**config.mk**
```make
export PLATFORM = sky130hd
export DESIGN_NAME = wallace_mac
export DESIGN_NICKNAME = d
export VERILOG_FILES = /design/src/rtl/wallace_pkg.sv /design/src/rtl/wallace.sv /design/src/rtl/wallace_mac.sv
export SDC_FILE = /design/constraint.sdc
export NUM_CORES = 1
export LEC_CHECK = 0
export BUFFER_PORTS_ARGS = -buffer_cell sky130_fd_sc_hd__buf_4
export CORE_UTILIZATION = 40
export CTS_CLUSTER_SIZE = 20
export DETAILED_ROUTE_END_ITERATION = 8
export MAX_ROUTING_LAYER = met4
export PLACE_DENSITY = 0.63
export SYNTH_ARGS = -nofsm -noshare
export SYNTH_HDL_FRONTEND = slang
export SYNTH_SLANG_ARGS = --single-unit
```
**constraint.sdc**
```tcl
create_clock -name clk -period 4.7 [get_ports clk]
set_input_delay 0.47 -clock clk [delete_from_list [all_inputs] [get_ports clk]]
set_output_delay 0.47 -clock clk [all_outputs]
set_load 0.05 [all_outputs]
```
**src/rtl/wallace_pkg.sv**
```systemverilog
// Shared definitions for the wallace multiplier and the wallace_mac accumulator.
//   OP_W        operand width of the multiplier
//   PROD_W      product width (2 * OP_W)
//   mac_state_t frame FSM states of wallace_mac
package wallace_pkg;

  localparam int unsigned OP_W   = 4;
  localparam int unsigned PROD_W = 8;

  typedef enum logic [1:0] {
    S_ACC,
    S_DRAIN,
    S_HOLD
  } mac_state_t;

endpackage

```
**src/rtl/wallace.sv**
```systemverilog
// Combinational 4x4 unsigned multiplier built as a Wallace-style carry-save tree.
//   a     in  OP_W    multiplicand
//   b     in  OP_W    multiplier
//   prod  out PROD_W  a * b
module wallace
  import wallace_pkg::*;
(
  input  logic [OP_W-1:0]   a,
  input  logic [OP_W-1:0]   b,
  output logic [PROD_W-1:0] prod
);

  logic [PROD_W-1:0] pp [OP_W];
  logic [PROD_W-1:0] s1, c1, s2, c2;

  always_comb begin
    for (int i = 0; i < OP_W; i++) begin
      pp[i] = {{(PROD_W - OP_W){1'b0}}, a & {OP_W{b[i]}}} << i;
    end
    // Two 3:2 compressor levels reduce four partial products to sum + carry.
    // Bits carried past PROD_W are dropped: the true product always fits in PROD_W.
    s1   = pp[0] ^ pp[1] ^ pp[2];
    c1   = ((pp[0] & pp[1]) | (pp[0] & pp[2]) | (pp[1] & pp[2])) << 1;
    s2   = s1 ^ c1 ^ pp[3];
    c2   = ((s1 & c1) | (s1 & pp[3]) | (c1 & pp[3])) << 1;
    prod = s2 + c2;
  end

endmodule

```
**src/rtl/wallace_mac.sv**
```systemverilog
// Multiply-accumulate stage: multiplies a stream of operand pairs and sums the
// products over a frame terminated by in_last, then offers the frame result.
//   clk, rst             clock, synchronous active-high reset
//   in_valid/in_ready    operand handshake; in_a, in_b, in_last carried with it
//   out_valid/out_ready  result handshake
//   out_sum              frame sum of products, modulo 2**ACC_W
//   out_count            number of terms in the frame, saturating at 2**CNT_W-1
//   out_ovf              accumulator carried out at least once during the frame
module wallace_mac
  import wallace_pkg::*;
#(
  parameter int unsigned ACC_W = 16,
  parameter int unsigned CNT_W = 8
) (
  input  logic              clk,
  input  logic              rst,
  input  logic              in_valid,
  output logic              in_ready,
  input  logic [OP_W-1:0]   in_a,
  input  logic [OP_W-1:0]   in_b,
  input  logic              in_last,
  output logic              out_valid,
  input  logic              out_ready,
  output logic [ACC_W-1:0]  out_sum,
  output logic [CNT_W-1:0]  out_count,
  output logic              out_ovf
);

  mac_state_t        state_q, state_d;
  logic [OP_W-1:0]   p_a_q, p_a_d, p_b_q, p_b_d;
  logic              p_last_q, p_last_d, p_vld_q, p_vld_d;
  logic [ACC_W-1:0]  acc_q, acc_d, out_sum_q, out_sum_d;
  logic [CNT_W-1:0]  cnt_q, cnt_d, out_count_q, out_count_d;
  logic              ovf_q, ovf_d, out_ovf_q, out_ovf_d;
  logic              out_valid_q, out_valid_d;

  logic [PROD_W-1:0] prod;
  logic [ACC_W:0]    sum_ext;
  logic [CNT_W-1:0]  cnt_inc;
  logic              accept;

  wallace u_wallace (
    .a    (p_a_q),
    .b    (p_b_q),
    .prod (prod)
  );

  assign in_ready  = (state_q == S_ACC);
  assign accept    = in_valid && in_ready;
  // Extra top bit of sum_ext is the carry out of the accumulator.
  assign sum_ext   = {1'b0, acc_q} + {{(ACC_W + 1 - PROD_W){1'b0}}, prod};
  assign cnt_inc   = (&cnt_q) ? cnt_q : cnt_q + CNT_W'(1);

  assign out_valid = out_valid_q;
  assign out_sum   = out_sum_q;
  assign out_count = out_count_q;
  assign out_ovf   = out_ovf_q;

  always_comb begin
    state_d     = state_q;
    p_a_d       = p_a_q;
    p_b_d       = p_b_q;
    p_last_d    = p_last_q;
    p_vld_d     = 1'b0;
    acc_d       = acc_q;
    cnt_d       = cnt_q;
    ovf_d       = ovf_q;
    out_sum_d   = out_sum_q;
    out_count_d = out_count_q;
    out_ovf_d   = out_ovf_q;
    out_valid_d = out_valid_q;

    if (accept) begin
      p_a_d    = in_a;
      p_b_d    = in_b;
      p_last_d = in_last;
      p_vld_d  = 1'b1;
    end

    // Retire the registered pair; the last term publishes and restarts the frame.
    if (p_vld_q) begin
      if (p_last_q) begin
        out_sum_d   = sum_ext[ACC_W-1:0];
        out_count_d = cnt_inc;
        out_ovf_d   = ovf_q | sum_ext[ACC_W];
        out_valid_d = 1'b1;
        acc_d       = '0;
        cnt_d       = '0;
        ovf_d       = 1'b0;
      end else begin
        acc_d = sum_ext[ACC_W-1:0];
        cnt_d = cnt_inc;
        ovf_d = ovf_q | sum_ext[ACC_W];
      end
    end

    unique case (state_q)
      S_ACC:   if (accept && in_last) state_d = S_DRAIN;
      S_DRAIN: state_d = S_HOLD;
      S_HOLD: begin
        if (out_ready) begin
          state_d     = S_ACC;
          out_valid_d = 1'b0;
        end
      end
      default: state_d = S_ACC;
    endcase
  end

  always_ff @(posedge clk) begin
    if (rst) begin
      state_q     <= S_ACC;
      p_a_q       <= '0;
      p_b_q       <= '0;
      p_last_q    <= 1'b0;
      p_vld_q     <= 1'b0;
      acc_q       <= '0;
      cnt_q       <= '0;
      ovf_q       <= 1'b0;
      out_sum_q   <= '0;
      out_count_q <= '0;
      out_ovf_q   <= 1'b0;
      out_valid_q <= 1'b0;
    end else begin
      state_q     <= state_d;
      p_a_q       <= p_a_d;
      p_b_q       <= p_b_d;
      p_last_q    <= p_last_d;
      p_vld_q     <= p_vld_d;
      acc_q       <= acc_d;
      cnt_q       <= cnt_d;
      ovf_q       <= ovf_d;
      out_sum_q   <= out_sum_d;
      out_count_q <= out_count_d;
      out_ovf_q   <= out_ovf_d;
      out_valid_q <= out_valid_d;
    end
  end

endmodule

```
==> flow_summary.ini <==
[outcome]
status = completed

[global_route]
grt_pass1_wl_mm = 12.59
antenna_found_initial = 0
gr-total-overflow = 0
grt_pass1_vias = 2704
grt_start_max_net_pins = 63
track_usage_pct = 18.77

[synth]
synth_flop_cell = dfxtp_1
netlist_top_cells_count = dfxtp_1, nand2_1, a21oi_1, nor2_1, clkbuf_1
synth_top_area_cell = dfxtp_1
synth_area_leaders = dfxtp_1, nand2_1, ha_1, a21oi_1, nor2_1
synthCells = 408
async_reset_ff_share_pct = 0
yosys_register_bits = 63
syn_avg_cell_area_um2 = 8.317
synth_nets = 445
synthesis.area_mm2 = 0.003393
synth_seq_area_share_pct = 37.17
synth_top_area_share_pct = 37.17
synth_edf_count = 0
yosysWarnings = 0
synth.most_common_cell = dfxtp_1
synth_cell_types = 53

[drt]
drtAntennaViolNets = 0
wl_mm = 7.546
via_count = 2920
dr.pass1.iters = 4
post-route-drc-count = 0
vias_per_cell = 5.358
drt_iter0_drc = 138
wire_per_inst_um = 13.85

[power]
p_per_area_mw_per_mm2 = 295.1
finalPower_mw = 1.164
ir_worst_vdd_mv = 0.1420
power.leakage_nw = 1.619

[place]
dp.cells = 529
place_ws_ns = 0.5351
port_buffers = 39
gp_congestion = 0.8754
dpl.hpwl_mm = 5.428
placed_area_mm2 = 0.003731

[layout]
utilization_pct = 48.00
antenna_cells = 0
multiInputGateArea_mm2 = 0.001993
design_area_mm2 = 0.003944
nNetsFinal = 472
fillCellCount = 815
regArea_mm2 = 0.001261
final_cells = 545
drive_gt1_share_pct = 14.09
area_delta_synth_final_pct = 16.22

[setup_path]
cp_data_required_time_ns = 4.96
worstSetupEndpointType = register
r2r_slack_ns = 0.53
ff2ff_path_depth = 14
cp-start-kind = register
crit_start = p_a_q[3]
crit_type = reg2reg
crit_arrival_ns = 4.43
timing.rr.start = p_a_q[3]
cp_max_fo = 7
r2r_end = out_sum[12]
worstSetupEndpoint = out_sum[12]

[flow_run]
drv.max_cap_violation_count = 0

[sta]
slew_viol_final = 0
fin_crit_sh_pct = 88.71
worstMarginPinSlew_ns = 0.7260
relSlewSlack_pct = 51.54
fin_crit_ns = 4.169
fin_ws_ns = 0.5306
setup_viol = 0
hold_slack_ns = 0.3682
fin_worst_skew_ns = 0.008732
fin_tns_setup_ns = 0
hold_violations = 0
max_freq_ghz = 0.2398
rsz0062_at_grt = no

[clock_network]
cts_inserted_buffers = 9
cts_tree = done
cts_resized = 0
h-tree-depth = 3
cts-root-buf = clkbuf_8
cts_max_path_buffers = 2
cts_sinks = 63
clk_latency_ns = 0.34
cts.clk_slew.worst_paths_ns = 0.08
hold_buffers = 0
post_cts_buffers = 0

[floorplanning]
ioPinCount = 40
placementRows = 33
dieArea_mm2 = 0.008856
core_area_mm2 = 0.008217
die_y_um = 94.11
dieWidth_um = 94.11
start_util_pct = 41.30

[min_path]
holdCritPathClass = in2reg
-- worst max-delay path, stage by stage (launching register included) --
cell	delay, ns
dfxtp_1	0.37
nand2_1	0.10
fa_1	0.54
inv_1	0.05
fa_1	0.48
ha_1	0.22
fa_1	0.41
a21o_1	0.17
a21o_1	0.18
ha_1	0.35
nand2_1	0.13
o21ai_1	0.42
o21ai_0	0.25
xor2_1	0.19
a211oi_1	0.24
-- sequential cells by signal, indices dropped and copies added, names as in the netlist --
register	flops
p_a_q	4
out_sum	16
p_b_q	4
out_valid	1
cnt_q	8
p_last_q	1
out_ovf	1
out_count	8
state_q	2
ovf_q	1
acc_q	16
p_vld_q	1
-- cell families (layout without fill, tap and decap cells) --
logic type      Yosys count  in the layout  synth area share, %
mux                       3              3               0.8850
simple gates            164            164                23.56
fa+ha+maj                24             24                10.40
compound gates          103            103                20.02
xor+xnor                 15             15                3.872
flops                    63             63                37.17
buf+inv                  36             68                4.093
-- cells in the final DEF, fill, tap and decap left out, drive strengths merged, types with 5 or more instances in the layout --
cell type  synthesis  routed
ha                17      17
fa                 7       7
dfxtp             63      63
a21oi             41      41
a311o              5       5
nor3               5       5
nand3              7       7
xor2               9       9
nand2             61      61
o21ai             11      11
a21o               6       6
a211oi            14      14
nor2              41      41
xnor2              6       6
buf                4      40
and2              17      17
clkbuf            20      10
a22oi              6       6
inv               12      12
-- where the power goes --
| part | switching [mW] | leakage (nW) | internal [mW] | total, mW |
|---|---|---|---|---|
| Combinational | 0.0579 | 1.01 | 0.0310 | 0.0889 |
| Sequential | 0.0140 | 0.510 | 0.544 | 0.558 |
| Clock | 0.220 | 0.102 | 0.297 | 0.517 |
| Total | 0.292 | 1.62 | 0.872 | 1.16 |
-- worst min-delay path by stage --
stage / startpoint / end / slack, ns / cells past startpoint
2_1_floorplan: acc_q[7] / acc_q[7] / 0.46 / 1
4_1_cts: in_last / state_q[0] / 0.36 / 2
3_5_place_dp: out_sum[4] / out_sum[4] / 0.45 / 2
5_1_grt: in_last / state_q[0] / 0.36 / 2
6_report: in_last / state_q[0] / 0.37 / 2
3_3_place_gp: out_count[4] / out_count[4] / 0.44 / 2
-- metal layers --
| layer | up-vias | share of wire (%) | track usage [%] |
|---|---|---|---|
| met1 | 1357 | 46 | 22.66 |
| met3 | 11 | 5.0 | 5.097 |
| met4 | 0 | 1.2 | 5.385 |
| met2 | 66 | 48 | 30.66 |
| met5 | - | 0 | - |
| li1 | 1486 | - | - |
-- cell type report --
class,count,area share [%]
Multi-Input combinational cell,309,50.54
Clock inverter,6,2.157
Timing Repair Buffer,40,7.614
Inverter,12,1.142
Sequential cell,63,31.98
Clock buffer,10,3.236
Tap cell,105,3.331
(Power assumes the default switching activity.)
